File: src/rtl/pca_pkg.sv
// Shared types and index/width helpers for the conditional-probability engine.
// Table cells are row-major by phenotype; results are grouped by genotype.
package pca_pkg;

   typedef enum logic [2:0] {
      ST_IDLE,
      ST_SUM,
      ST_LOAD,
      ST_ITER,
      ST_OUT
   } state_t;

   localparam int unsigned DEF_FRAC_BITS = 16;
   localparam logic [31:0] ONE           = 32'd1 << DEF_FRAC_BITS;

   // Column sums need at least one guard bit even for a single phenotype row.
   function automatic int unsigned sum_width(input int unsigned data_width,
                                             input int unsigned n_pheno);
      int unsigned extra;
      extra = (n_pheno > 1) ? $clog2(n_pheno) : 1;
      return data_width + extra;
   endfunction

   function automatic int unsigned idx_width(input int unsigned n);
      return (n > 1) ? $clog2(n) : 1;
   endfunction

   function automatic int unsigned cell_idx(input int unsigned g,
                                            input int unsigned p,
                                            input int unsigned n_geno);
      return g + n_geno * p;
   endfunction

   function automatic int unsigned out_idx(input int unsigned g,
                                           input int unsigned p,
                                           input int unsigned n_pheno);
      return g * n_pheno + p;
   endfunction

endpackage

File: src/rtl/seq_frac_divider.sv
// Restoring long divider: one integer bit then FRAC_BITS fraction bits, one per cycle.
// A zero divisor runs the same number of cycles and yields a zero quotient.
module seq_frac_divider
   import pca_pkg::*;
#(
   parameter int unsigned NUM_WIDTH = 16,
   parameter int unsigned DEN_WIDTH = 17,
   parameter int unsigned FRAC_BITS = 16
) (
   input  logic                 clk,
   input  logic                 rst,
   input  logic                 load,
   input  logic [NUM_WIDTH-1:0] num,
   input  logic [DEN_WIDTH-1:0] den,
   output logic                 done,
   output logic [FRAC_BITS:0]   quot
);

   localparam int unsigned RW = DEN_WIDTH + 1;
   localparam int unsigned CW = idx_width(FRAC_BITS + 1);

   logic [RW-1:0]        rem_q, shifted, rem_next;
   logic [DEN_WIDTH-1:0] den_q;
   logic [FRAC_BITS:0]   q_q, q_next;
   logic [CW-1:0]        cnt_q;
   logic                 busy_q;
   logic                 ge;

   // The remainder stays below the divisor after the first step, so one
   // extra bit absorbs the left shift.
   always_comb begin
      shifted  = (cnt_q == '0) ? rem_q : {rem_q[RW-2:0], 1'b0};
      ge       = (shifted >= {1'b0, den_q});
      rem_next = ge ? (shifted - {1'b0, den_q}) : shifted;
      q_next   = {q_q[FRAC_BITS-1:0], ge};
      done     = busy_q && (cnt_q == CW'(FRAC_BITS));
      quot     = (den_q == '0) ? '0 : q_next;
   end

   always_ff @(posedge clk or negedge rst) begin
      if (!rst) begin
         rem_q  <= '0;
         den_q  <= '0;
         q_q    <= '0;
         cnt_q  <= '0;
         busy_q <= 1'b0;
      end else if (load) begin
         rem_q  <= RW'(num);
         den_q  <= den;
         q_q    <= '0;
         cnt_q  <= '0;
         busy_q <= 1'b1;
      end else if (busy_q) begin
         rem_q <= rem_next;
         q_q   <= q_next;
         cnt_q <= cnt_q + 1'b1;
         if (done) busy_q <= 1'b0;
      end
   end

endmodule

File: src/rtl/pca_prob_engine.sv
// P(pheno | geno) from an N_PHENO x N_GENO count table, one shared divider
// walking every cell; results are published together when the table is done.
module pca_prob_engine
   import pca_pkg::*;
#(
   parameter int unsigned DATA_WIDTH   = 16,
   parameter int unsigned RESULT_WIDTH = 32,
   parameter int unsigned N_GENO       = 3,
   parameter int unsigned N_PHENO      = 2,
   parameter int unsigned FRAC_BITS    = 16
) (
   input  logic                                   clk,
   input  logic                                   rst,
   input  logic [N_PHENO*N_GENO*DATA_WIDTH-1:0]   table_in,
   input  logic                                   in_valid,
   output logic                                   in_ready,
   output logic [N_GENO*N_PHENO*RESULT_WIDTH-1:0] prob_out,
   output logic [N_GENO-1:0]                      div_zero,
   output logic                                   out_valid,
   input  logic                                   out_ready
);

   localparam int unsigned N_CELLS = N_GENO * N_PHENO;
   localparam int unsigned SW      = sum_width(DATA_WIDTH, N_PHENO);
   localparam int unsigned KW      = idx_width(N_CELLS);
   localparam int unsigned GW      = idx_width(N_GENO);
   localparam int unsigned PW      = idx_width(N_PHENO);

   state_t state_q, state_d;

   logic [DATA_WIDTH-1:0]   tbl_q     [N_CELLS];
   logic [SW-1:0]           col_sum_q [N_GENO];
   logic [SW-1:0]           col_sum_c [N_GENO];
   logic [RESULT_WIDTH-1:0] res_q     [N_CELLS];
   logic [RESULT_WIDTH-1:0] prob_q    [N_CELLS];
   logic [N_GENO-1:0]       dz_q, div_zero_q;
   logic [KW-1:0]           k_q;
   logic [GW-1:0]           g_q;
   logic [PW-1:0]           p_q;
   logic                    in_ready_q, out_valid_q;

   logic [DATA_WIDTH-1:0]   cell_sel;
   logic [SW-1:0]           den_sel;
   logic                    div_load, div_done, last_cell;
   logic [FRAC_BITS:0]      div_quot;

   always_comb begin
      for (int unsigned g = 0; g < N_GENO; g++) begin
         col_sum_c[g] = '0;
         for (int unsigned p = 0; p < N_PHENO; p++)
            col_sum_c[g] = col_sum_c[g] + SW'(tbl_q[cell_idx(g, p, N_GENO)]);
      end
   end

   always_comb begin
      cell_sel = '0;
      den_sel  = '0;
      for (int unsigned g = 0; g < N_GENO; g++) begin
         if (g_q == GW'(g)) den_sel = col_sum_q[g];
         for (int unsigned p = 0; p < N_PHENO; p++)
            if (g_q == GW'(g) && p_q == PW'(p))
               cell_sel = tbl_q[cell_idx(g, p, N_GENO)];
      end
   end

   assign last_cell = (k_q == KW'(N_CELLS - 1));

   always_comb begin
      state_d  = state_q;
      div_load = 1'b0;
      case (state_q)
         ST_IDLE: if (in_valid && in_ready_q) state_d = ST_SUM;
         ST_SUM:  state_d = ST_LOAD;
         ST_LOAD: begin
            div_load = 1'b1;
            state_d  = ST_ITER;
         end
         ST_ITER: if (div_done) state_d = last_cell ? ST_OUT : ST_LOAD;
         ST_OUT:  if (out_valid_q && out_ready) state_d = ST_IDLE;
         default: state_d = ST_IDLE;
      endcase
   end

   always_ff @(posedge clk or negedge rst) begin
      if (!rst) state_q <= ST_IDLE;
      else      state_q <= state_d;
   end

   always_ff @(posedge clk or negedge rst) begin
      if (!rst) begin
         for (int unsigned i = 0; i < N_CELLS; i++) begin
            tbl_q[i]  <= '0;
            res_q[i]  <= '0;
            prob_q[i] <= '0;
         end
         for (int unsigned g = 0; g < N_GENO; g++) col_sum_q[g] <= '0;
         dz_q        <= '0;
         div_zero_q  <= '0;
         k_q         <= '0;
         g_q         <= '0;
         p_q         <= '0;
         in_ready_q  <= 1'b0;
         out_valid_q <= 1'b0;
      end else begin
         in_ready_q <= (state_d == ST_IDLE);
         case (state_q)
            ST_IDLE: if (in_valid && in_ready_q)
               for (int unsigned i = 0; i < N_CELLS; i++)
                  tbl_q[i] <= table_in[i*DATA_WIDTH +: DATA_WIDTH];
            ST_SUM: begin
               for (int unsigned g = 0; g < N_GENO; g++) begin
                  col_sum_q[g] <= col_sum_c[g];
                  dz_q[g]      <= (col_sum_c[g] == '0);
               end
               k_q <= '0;
               g_q <= '0;
               p_q <= '0;
            end
            ST_ITER: if (div_done) begin
               res_q[k_q] <= RESULT_WIDTH'(div_quot);
               if (!last_cell) begin
                  k_q <= k_q + 1'b1;
                  if (p_q == PW'(N_PHENO - 1)) begin
                     p_q <= '0;
                     g_q <= g_q + 1'b1;
                  end else begin
                     p_q <= p_q + 1'b1;
                  end
               end
            end
            // First OUT cycle publishes the finished table; results only
            // ever change here, so prob_out never shows a partial table.
            ST_OUT: begin
               if (!out_valid_q) begin
                  out_valid_q <= 1'b1;
                  div_zero_q  <= dz_q;
                  for (int unsigned i = 0; i < N_CELLS; i++) prob_q[i] <= res_q[i];
               end else if (out_ready) begin
                  out_valid_q <= 1'b0;
               end
            end
            default: ;
         endcase
      end
   end

   seq_frac_divider #(
      .NUM_WIDTH (DATA_WIDTH),
      .DEN_WIDTH (SW),
      .FRAC_BITS (FRAC_BITS)
   ) u_div (
      .clk  (clk),
      .rst  (rst),
      .load (div_load),
      .num  (cell_sel),
      .den  (den_sel),
      .done (div_done),
      .quot (div_quot)
   );

   always_comb begin
      prob_out = '0;
      for (int unsigned i = 0; i < N_CELLS; i++)
         prob_out[i*RESULT_WIDTH +: RESULT_WIDTH] = prob_q[i];
   end

   assign in_ready  = in_ready_q;
   assign out_valid = out_valid_q;
   assign div_zero  = div_zero_q;

endmodule

File: config.mk
export PLATFORM = sky130hd
export DESIGN_NAME = pca_prob_engine
export DESIGN_NICKNAME = d
export VERILOG_FILES = /design/src/rtl/pca_pkg.sv /design/src/rtl/seq_frac_divider.sv /design/src/rtl/pca_prob_engine.sv
export SDC_FILE = /design/constraint.sdc
export NUM_CORES = 1
export LEC_CHECK = 0
export CAP_MARGIN = 40
export CELL_PAD_IN_SITES_DETAIL_PLACEMENT = 0
export CELL_PAD_IN_SITES_GLOBAL_PLACEMENT = 1
export CORE_UTILIZATION = 44
export CTS_CLUSTER_DIAMETER = 50
export DETAILED_ROUTE_END_ITERATION = 16
export GPL_TIMING_DRIVEN = 0
export PLACE_DENSITY = 0.88
export SLEW_MARGIN = 20
export SYNTH_ARGS = -nofsm -noshare
export SYNTH_HDL_FRONTEND = slang
export SYNTH_SLANG_ARGS = --single-unit
File: constraint.sdc
create_clock -name clk -period 5.95 [get_ports clk]
set_clock_uncertainty 0.15 [all_clocks]
set_input_delay 0.595 -clock clk [delete_from_list [all_inputs] [get_ports clk]]
set_output_delay 0.595 -clock clk [all_outputs]
set_load 0.03 [all_outputs]
[Word-level counts from Yosys, hierarchy flattened]
Index checks and enable logic that the tools add are counted.
Word-level totals
  flip-flop bits (word level): 605
  input port bits: 100
  logic and storage cells: 127
Operators by class
  $add $sub $neg: 8
  magnitude comparators: 3
  eq/ne operators: 11
  mux-type cells: 43
  bitwise operators: 3
  reductions and logical operators: 25
Operators with widths (count)
  bitwise mux 192 bit: 1
  2-to-1 mux 16 bit: 8
  demux 32 bit (select 3 bit): 1
  2-to-1 mux 18 bit: 4
  logical NOT 17 bit: 4
  2-to-1 mux 17 bit: 4
  adder 16 x 16 -> 17 bit: 3
  2-to-1 mux 32 bit: 1
  >= comparator 18 x 17 -> 1 bit: 1
  2-to-1 mux 3 bit: 6
  subtractor 18 x 17 -> 18 bit: 1
  case mux 3 bit (5 select lines): 1
  logical AND 1 bit: 10
  2-to-1 mux 5 bit: 2
  2-to-1 mux 1 bit: 9
  == test 3 x 2 -> 1 bit (second input constant): 2
  == test 3 bit (second input constant): 2
  logical NOT 3 bit: 2
  2-to-1 mux 2 bit: 3
  inequality test 2 bit (second input constant): 3
  case mux 3 bit (2 select lines): 1
  AND reduction 2 bit: 3
  adder 5 x 1 -> 5 bit (second input constant): 1
  == test 5 bit (second input constant): 1
  17 further kinds: 19

[Longest topological paths before layout]
Gate-level depths: netlist of the first run.
  depth after elaboration: 9
  gate-level depth with buffers: 18
  gate-level depth less buffers: 15

[Hierarchy]
Synthesis of the first run repeated with hierarchy kept, for this count alone.
Unflattened totals
  cell total of the unflattened synthesis: 1883
  area total of the unflattened synthesis: 21637.0 um2
Modules (own cells, without submodules)
  pca_prob_engine: times used 1, cells an instance 1443, area an instance 17732.0 um2, seq. area each 9208.8 um2
  seq_frac_divider: times used 1, cells an instance 440, area an instance 3905.0 um2, seq. area each 1426.4 um2

[Least setup slack after synthesis of the first run]
Ideal clock, no wire load.
  kind: register to register
  start point: register u_div.cnt_q[0]
  end point: register u_div.rem_q[10]
  library setup time: 0.134 ns
  arrival: 4.222 ns
  data required time: 5.666 ns
  path slack: 1.444 ns
  stages on the path, launching flop included: 18
  buffers on the path: 3
  path through: dfrtp_1 inv_1 ha_1 nor3b_1 nor2b_1 clkbuf_1 clkbuf_1 mux2_2 ha_1 a211o_1 a21oi_2 or4b_1 a31o_2 a211oi_4 buf_6 nor2_1 a211oi_2 o22ai_1
On the way
  longest elaborated chain between the ends: 6
RTL lines
  start: declaration: RTL line seq_frac_divider.sv:25  | logic [CW-1:0] cnt_q;
  start signal: assignment: RTL line seq_frac_divider.sv:56  | cnt_q <= cnt_q + 1'b1;
  logical NOT 5 bit (*): RTL line seq_frac_divider.sv:32  | shifted = (cnt_q == '0) ? rem_q : {rem_q[RW-2:0], 1'b0};
  2-to-1 mux 18 bit (*): RTL line seq_frac_divider.sv:32
  subtractor 18 x 17 -> 18 bit / >= comparator 18 x 17 -> 1 bit (equally long branches): RTL line seq_frac_divider.sv:34, seq_frac_divider.sv:33
  2-to-1 mux 18 bit (*): RTL line seq_frac_divider.sv:34  | rem_next = ge ? (shifted - {1'b0, den_q}) : shifted;
  2-to-1 mux 18 bit (*): RTL line seq_frac_divider.sv:53  | end else if (busy_q) begin
  2-to-1 mux 18 bit (*): RTL line seq_frac_divider.sv:47  | end else if (load) begin
  end signal: assignment: RTL line seq_frac_divider.sv:48  | rem_q <= RW'(num);
  end signal: assignment: RTL line seq_frac_divider.sv:54  | rem_q <= rem_next;
  end: declaration: RTL line seq_frac_divider.sv:22  | logic [RW-1:0] rem_q, shifted, rem_next;
Mark *: on every way between the ends. The rest lies on a longest branch, timed or not. The select of a mux whose other input is x is not followed.
A chain may end at the register's enable or synchronous reset.

[Worst setup path after layout of the first run]
  start point: register u_div.cnt_q[0]
  end point: register u_div.rem_q[7]
The elaborated chain is that of the path after synthesis.

==> flow_summary.ini, run 1 <==
[floorplan]
core_area_um2 = 47700
die_w_um = 222
dieHeight_um = 222
floorplan.initialDensity_pct = 44.6
dieArea_um2 = 49300
num_rows = 80
boundaryPins = 297

[timing]
period_share_pct = 90.8
hold_viol_final = 0
rsz0062_at_grt = no
min_period_ns = 5.40
slew_violations = 0
worstMarginPinSlew_ns = 0.791
setup_slack_ns = 0.547
max_freq_mhz = 185
relSlewSlack_pct = 45.9
setup-violations-final = 0

[grt]
grt_max_degree = 89
antenna_found_initial = 1
grt_pass1_vias = 16516
met2_usage_pct = 40.0
grt_pass1_wl_mm = 92.5
busiest_layer = met2
met3_usage_pct = 3.58
overflow = 0
track_usage_pct = 23.9
use_met1_pct = 30.7

[clock_network]
cts_sinks = 425
cts-root-buf = clkbuf_16
htreeDepth = 2
cts_buffer_depth = 3
cts_buffers = 48
cts_tree = yes
clk_pin_slew_worst_paths_ns = 0.06
cts_setup_buffers = 0
ctsResizeCount = 0
clock_latency_ns = 0.59
cts-hold-fix-buffers = 1

[detailed_routing]
drt_iter0_markers = 1279
dr.pass1.iters = 5
postRouteWirelength_mm = 58.9
drc = 0
wl_per_cell_um = 19.6
antenna_left = 0
vias_per_cell = 5.44
num_vias = 16309

[placed_design]
dpl_worst_slack_ns = 0.663
place_congestion = 0.943
dpl.hpwl_mm = 45.4
numPortBuffers = 206
dpl_cell_area_um2 = 24600

[synthesis]
synth_edf_count = 0
synth.top_cell.area_share_pct = 50.0
synth-seq-cells = 425
synth.largest_area_cell = dfrtp_1
netlist_instances = 1992
ys_warn_count = 0
synth_area_leaders = dfrtp_1 (50%), mux2_2 (13%), o21ai_0 (5.5%)
avgSynthCellArea_um2 = 10.7
ys_types = 71
yosysSeqAreaShare_pct = 50.0
synth_area_um2 = 21300
synthFlopType = dfrtp_1
async_flop_share_pct = 100

[worst_setup_path]
arrival_ns = 5.68
endpoint_kind = register
path_cells = inv_1, ha_1, nor3b_1, nor2b_1, clkbuf_1, clkbuf_1, mux2_2, ha_1, a211o_1, a21oi_2, or4b_1, a31o_2, a211oi_4, buf_6, nor2_1, a211oi_2, o22ai_1
cp_max_fo = 10
cp.required_ns = 6.23
critical_path_class = register to register
critPathSlowestCell = a211oi_4
max_stage_delay_ns = 0.59
cp-start-kind = register

[pwr]
swShare_pct = 40.1
p_sw_uw = 5420
p_per_area_nw_per_um2 = 512
p_clk_share_pct = 23.7
power.leakage_uw = 0.0123
total_power_uw = 13500
intPower_uw = 8110
worst_ir_drop_vdd_mv = 0.458
p_comb_share_pct = 45.2
pwr-share-seq_pct = 31.0

[layout]
final_cell_mix = dfrtp_1 (425), nand2_1 (278), mux2_2 (242), o21ai_0 (235), clkdlybuf4s50_1 (205)
antenna_cells = 0
n_fill_cell = 4101
fin_area_um2 = 26400
syn_to_final_growth_pct = 24.0
drive_above_1_share_pct = 18.7
mostFrequentLayoutCell = dfrtp_1
nNetsFinal = 2522

[status]
outcome = finished, final reports clean

[job]
cap_viol_max_count = 0

[min_path]
worstHoldPathType = register to register
routing by layer:
metal	up-vias	routed length (µm)
met3	121	2520
met2	501	28400
met4	2	2630
met1	8104	25400
met5	-	11
li1	7581	-
cells in the mapped netlist, types with 4 or more instances:
cell       count
and2_1         8
nor3_1        13
a22oi_1       18
or2_2          5
fa_1           4
nor2_1        75
o22ai_1       12
a21o_1        25
nor4_1         6
mux2_2       242
xnor2_1       16
nand4b_1       4
inv_1         32
o21ai_0      235
nor2b_1       12
a22o_1         4
a21boi_0       5
clkbuf_1      90
o21bai_1       5
nand4_1       12
ha_1          72
o21a_1         9
buf_4         91
mux2i_1       48
or3_1          7
a211oi_1      16
buf_1          8
nand2_1      278
nand2b_1       8
o211ai_1       4
xor2_1        33
a2111oi_0      4
a221oi_1       8
and3_1        10
a211o_1        5
a21oi_1       61
a211oi_2       6
a31o_2         6
nor3b_1        5
nand3_1       15
a31oi_1       11
dfrtp_1      425
flip-flops by register name, indices dropped and copies added (netlist names):
name          cells
k_q               3
div_zero          3
p_q               1
dz_q              3
prob_out        102
res_q           102
g_q               2
u_div.q_q        16
u_div.den_q      17
in_ready          1
u_div.busy_q      1
tbl_q            96
u_div.rem_q      18
state_q           3
u_div.cnt_q       5
col_sum_q        51
out_valid         1
final timing paths:
kind | start | endpoint | slack [ns] | depth (start not counted)
worst min register to register | res_q[11] | res_q[11] | 0.32 | 2
min in group asynchronous | rst | prob_out[170] | 0.34 | 2
max in group asynchronous | rst | tbl_q[43] | 3.77 | 5
worst max-delay path | u_div.cnt_q[0] | u_div.rem_q[7] | 0.55 | 17
worst max register to register | u_div.cnt_q[0] | u_div.rem_q[7] | 0.55 | 17
worst min-delay path | res_q[11] | res_q[11] | 0.32 | 2
worst max-delay path, delay by kind of cell, from the launching register on:
kind                     cells  cell delay [ns]
adder cells (fa/ha/maj)      2             0.52
multiplexers                 1             0.43
flip-flops                   1             0.42
AND/OR/NAND/NOR              4             0.98
AO/OA/AOI/OAI                6             1.75
buffers and inverters        4             1.00
power by group through the flow:
stage / registers, µW / clock network (µW) / logic (µW)
after floorplan: 4000 / 0 / 4420
after global placement: 4210 / 0 / 5890
after detailed placement: 4230 / 0 / 6010
after CTS: 4190 / 3270 / 6060
after global routing: 4280 / 3370 / 6680
final: 4200 / 3210 / 6120
metrics by stage:
step                util [%]  hold slack, ns  instances  setup TNS, ns
floorplan                  -           0.149       2081              0
global placement        51.2           0.305       2902       -5913.73
detailed placement      51.5           0.316       2908              0
CTS                     55.2           0.321       2998              0
global route            55.3           0.351       3000              0
finish                  55.3           0.325       3000              0
area by class of cell:
cell class	instances	area [µm²]	area share (%)
multi-input cells	1432	9790	37.1
clock inverters	25	415	1.57
clock buffers	64	1350	5.12
plain buffers	191	1070	4.04
repair buffers	215	2240	8.50
inverters	33	124	0.469
well taps	615	769	2.91
flip-flops and latches	425	10600	40.3
logic make-up after synthesis:
kind of cell	count (synthesis)	synth area share (%)
and+or+nand+nor	470	9.71
AOI/OAI and AO/OA	457	13.0
DFF	425	50.0
muxes	290	15.1
buffers and inverters	224	5.60
adders and majority gates	76	4.61
xor gates and xnor gates	49	2.02
other	1	0.0176
(Power assumes the default switching activity.)
==> inputs of run 2 (changes only) <==
--- a/config.mk
+++ b/config.mk
@@ -13,6 +13,7 @@
 export DETAILED_ROUTE_END_ITERATION = 16
 export GPL_TIMING_DRIVEN = 0
 export PLACE_DENSITY = 0.88
+export SKIP_CTS_REPAIR_TIMING = 1
 export SLEW_MARGIN = 20
 export SYNTH_ARGS = -nofsm -noshare
 export SYNTH_HDL_FRONTEND = slang
==> flow_summary.ini, run 2 (synthesized netlist as in run 1, its figures left out) <==
[timing]
period_share_pct = 90.4
max_freq_mhz = 186
setup_tns_ns = 0
setup-violations-final = 0
relSlewSlack_pct = 45.9
rsz0062_at_grt = no
worstMarginPinSlew_ns = 0.791
hold_viol_final = 0
slew_violations = 0
setup_slack_ns = 0.573
min_period_ns = 5.38
whs_ns = 0.325

[min_path]
worstHoldPathType = register to register
hp-start = res_q[11]

[layout]
antenna_cells = 0
mostFrequentLayoutCell = dfrtp_1
n_fill_cell = 4101
nNetsFinal = 2522
final_cell_mix = dfrtp_1 (425), nand2_1 (278), mux2_2 (242), o21ai_0 (235), clkdlybuf4s50_1 (205)
syn_to_final_growth_pct = 24.0
drive_above_1_share_pct = 18.7

[detailed_routing]
vias_per_cell = 5.43
drc = 0
dr.pass1.iters = 5
num_vias = 16285
postRouteWirelength_mm = 58.8
antenna_left = 0
wl_per_cell_um = 19.6
drt_iter0_markers = 1238

[floorplan]
dieArea_um2 = 49300
dieHeight_um = 222
num_rows = 80
boundaryPins = 297
core_area_um2 = 47700
floorplan.initialDensity_pct = 44.6
die_w_um = 222

[worst_setup_path]
arrival_ns = 5.65
rr_startpoint = u_div.cnt_q[0]
cp_max_fo = 10
endpoint_kind = register
crit_start = u_div.cnt_q[0]
critical_path_class = register to register
cp.required_ns = 6.22
cp-start-kind = register

[grt]
grt_max_degree = 89
overflow = 0
grt_pass1_vias = 16504
track_usage_pct = 23.9
antenna_found_initial = 1
grt_pass1_wl_mm = 92.4

[clock_network]
cts_sinks = 425
cts-root-buf = clkbuf_16
clock_latency_ns = 0.60
cts_buffer_depth = 3
cts_tree = yes
cts_buffers = 48
htreeDepth = 2
clk_pin_slew_worst_paths_ns = 0.06

[placed_design]
place_congestion = 0.943
dpl_worst_slack_ns = 0.663
dpl.hpwl_mm = 45.4
numPortBuffers = 206

[job]
cap_viol_max_count = 0

[status]
outcome = finished, final reports clean

[pwr]
power.leakage_uw = 0.0123
total_power_uw = 13500
p_per_area_nw_per_um2 = 512
worst_ir_drop_vdd_mv = 0.457
==> run 2: cell counts in the layout (fill, tap and decap cells not counted) <==
No cell type changed its count.
==> run 2: worst paths after layout <==
kind | endpoint | depth (start not counted) | slack [ns]
max in group asynchronous | tbl_q[43] | 5 | 3.77
min in group asynchronous | prob_out[170] | 2 | 0.34
max | u_div.rem_q[7] | 17 | 0.57
max reg2reg | u_div.rem_q[7] | 17 | 0.57
min | res_q[11] | 2 | 0.32
min reg2reg | res_q[11] | 2 | 0.32
==> run 2: per-layer routing <==
metal | vias to the layer above | GRT usage (%) | share of wire [%]
li1 | 7592 | - | -
met1 | 8111 | 30.7 | 43
met2 | 458 | 40.0 | 48
met3 | 122 | 3.58 | 4.4
met4 | 2 | 10.9 | 4.6
met5 | - | 0 | 0.019
==> run 2: critical path: stages, from the launching register on <==
cell      delay [ns]
dfrtp_1         0.42
inv_1           0.08
ha_1            0.16
nor3b_1         0.26
nor2b_1         0.18
clkbuf_1        0.23
clkbuf_1        0.50
mux2_2          0.43
ha_1            0.36
a21o_1          0.22
and2_1          0.18
or4b_1          0.51
a31o_2          0.31
a211oi_4        0.58
buf_6           0.23
nor2_1          0.07
a211oi_2        0.20
o22ai_1         0.12
==> run 2: metrics by stage <==
stage / util [%] / instances / instance area (µm²)
after global routing: 55.3 / 3000 / 26400
after floorplan: - / 2081 / 21600
after detailed placement: 51.5 / 2908 / 24600
after global placement: 51.2 / 2902 / 24500
after CTS: 55.2 / 2997 / 26400
final: 55.3 / 3000 / 26400
==> run 2: report_power, final <==
| part | internal [µW] | switching (µW) | total [µW] |
|---|---|---|---|
| Clock | 1970 | 1240 | 3210 |
| Combinational | 2520 | 3590 | 6110 |
| Sequential | 3610 | 582 | 4200 |
| Total | 8100 | 5410 | 13500 |
==> run 2: layout make-up <==
cell class                 count  area, µm²  area share (%)
inverter                      33        124           0.469
sequential                   425      10600            40.3
multi-input combinational   1432       9790            37.1
tap                          615        769            2.91
buffer                       191       1070            4.04
timing repair buffer         215       2240            8.50
clock inverter                25        415            1.57
clock buffer                  64       1350            5.12
==> inputs of run 3 (changes only) <==
--- a/config.mk
+++ b/config.mk
@@ -13,7 +13,6 @@
 export DETAILED_ROUTE_END_ITERATION = 16
 export GPL_TIMING_DRIVEN = 0
 export PLACE_DENSITY = 0.88
-export SKIP_CTS_REPAIR_TIMING = 1
 export SLEW_MARGIN = 20
 export SYNTH_ARGS = -nofsm -noshare
 export SYNTH_HDL_FRONTEND = slang
==> results of run 3 <==
No change in the layout: final DEF, timing and power equal those of run 1.
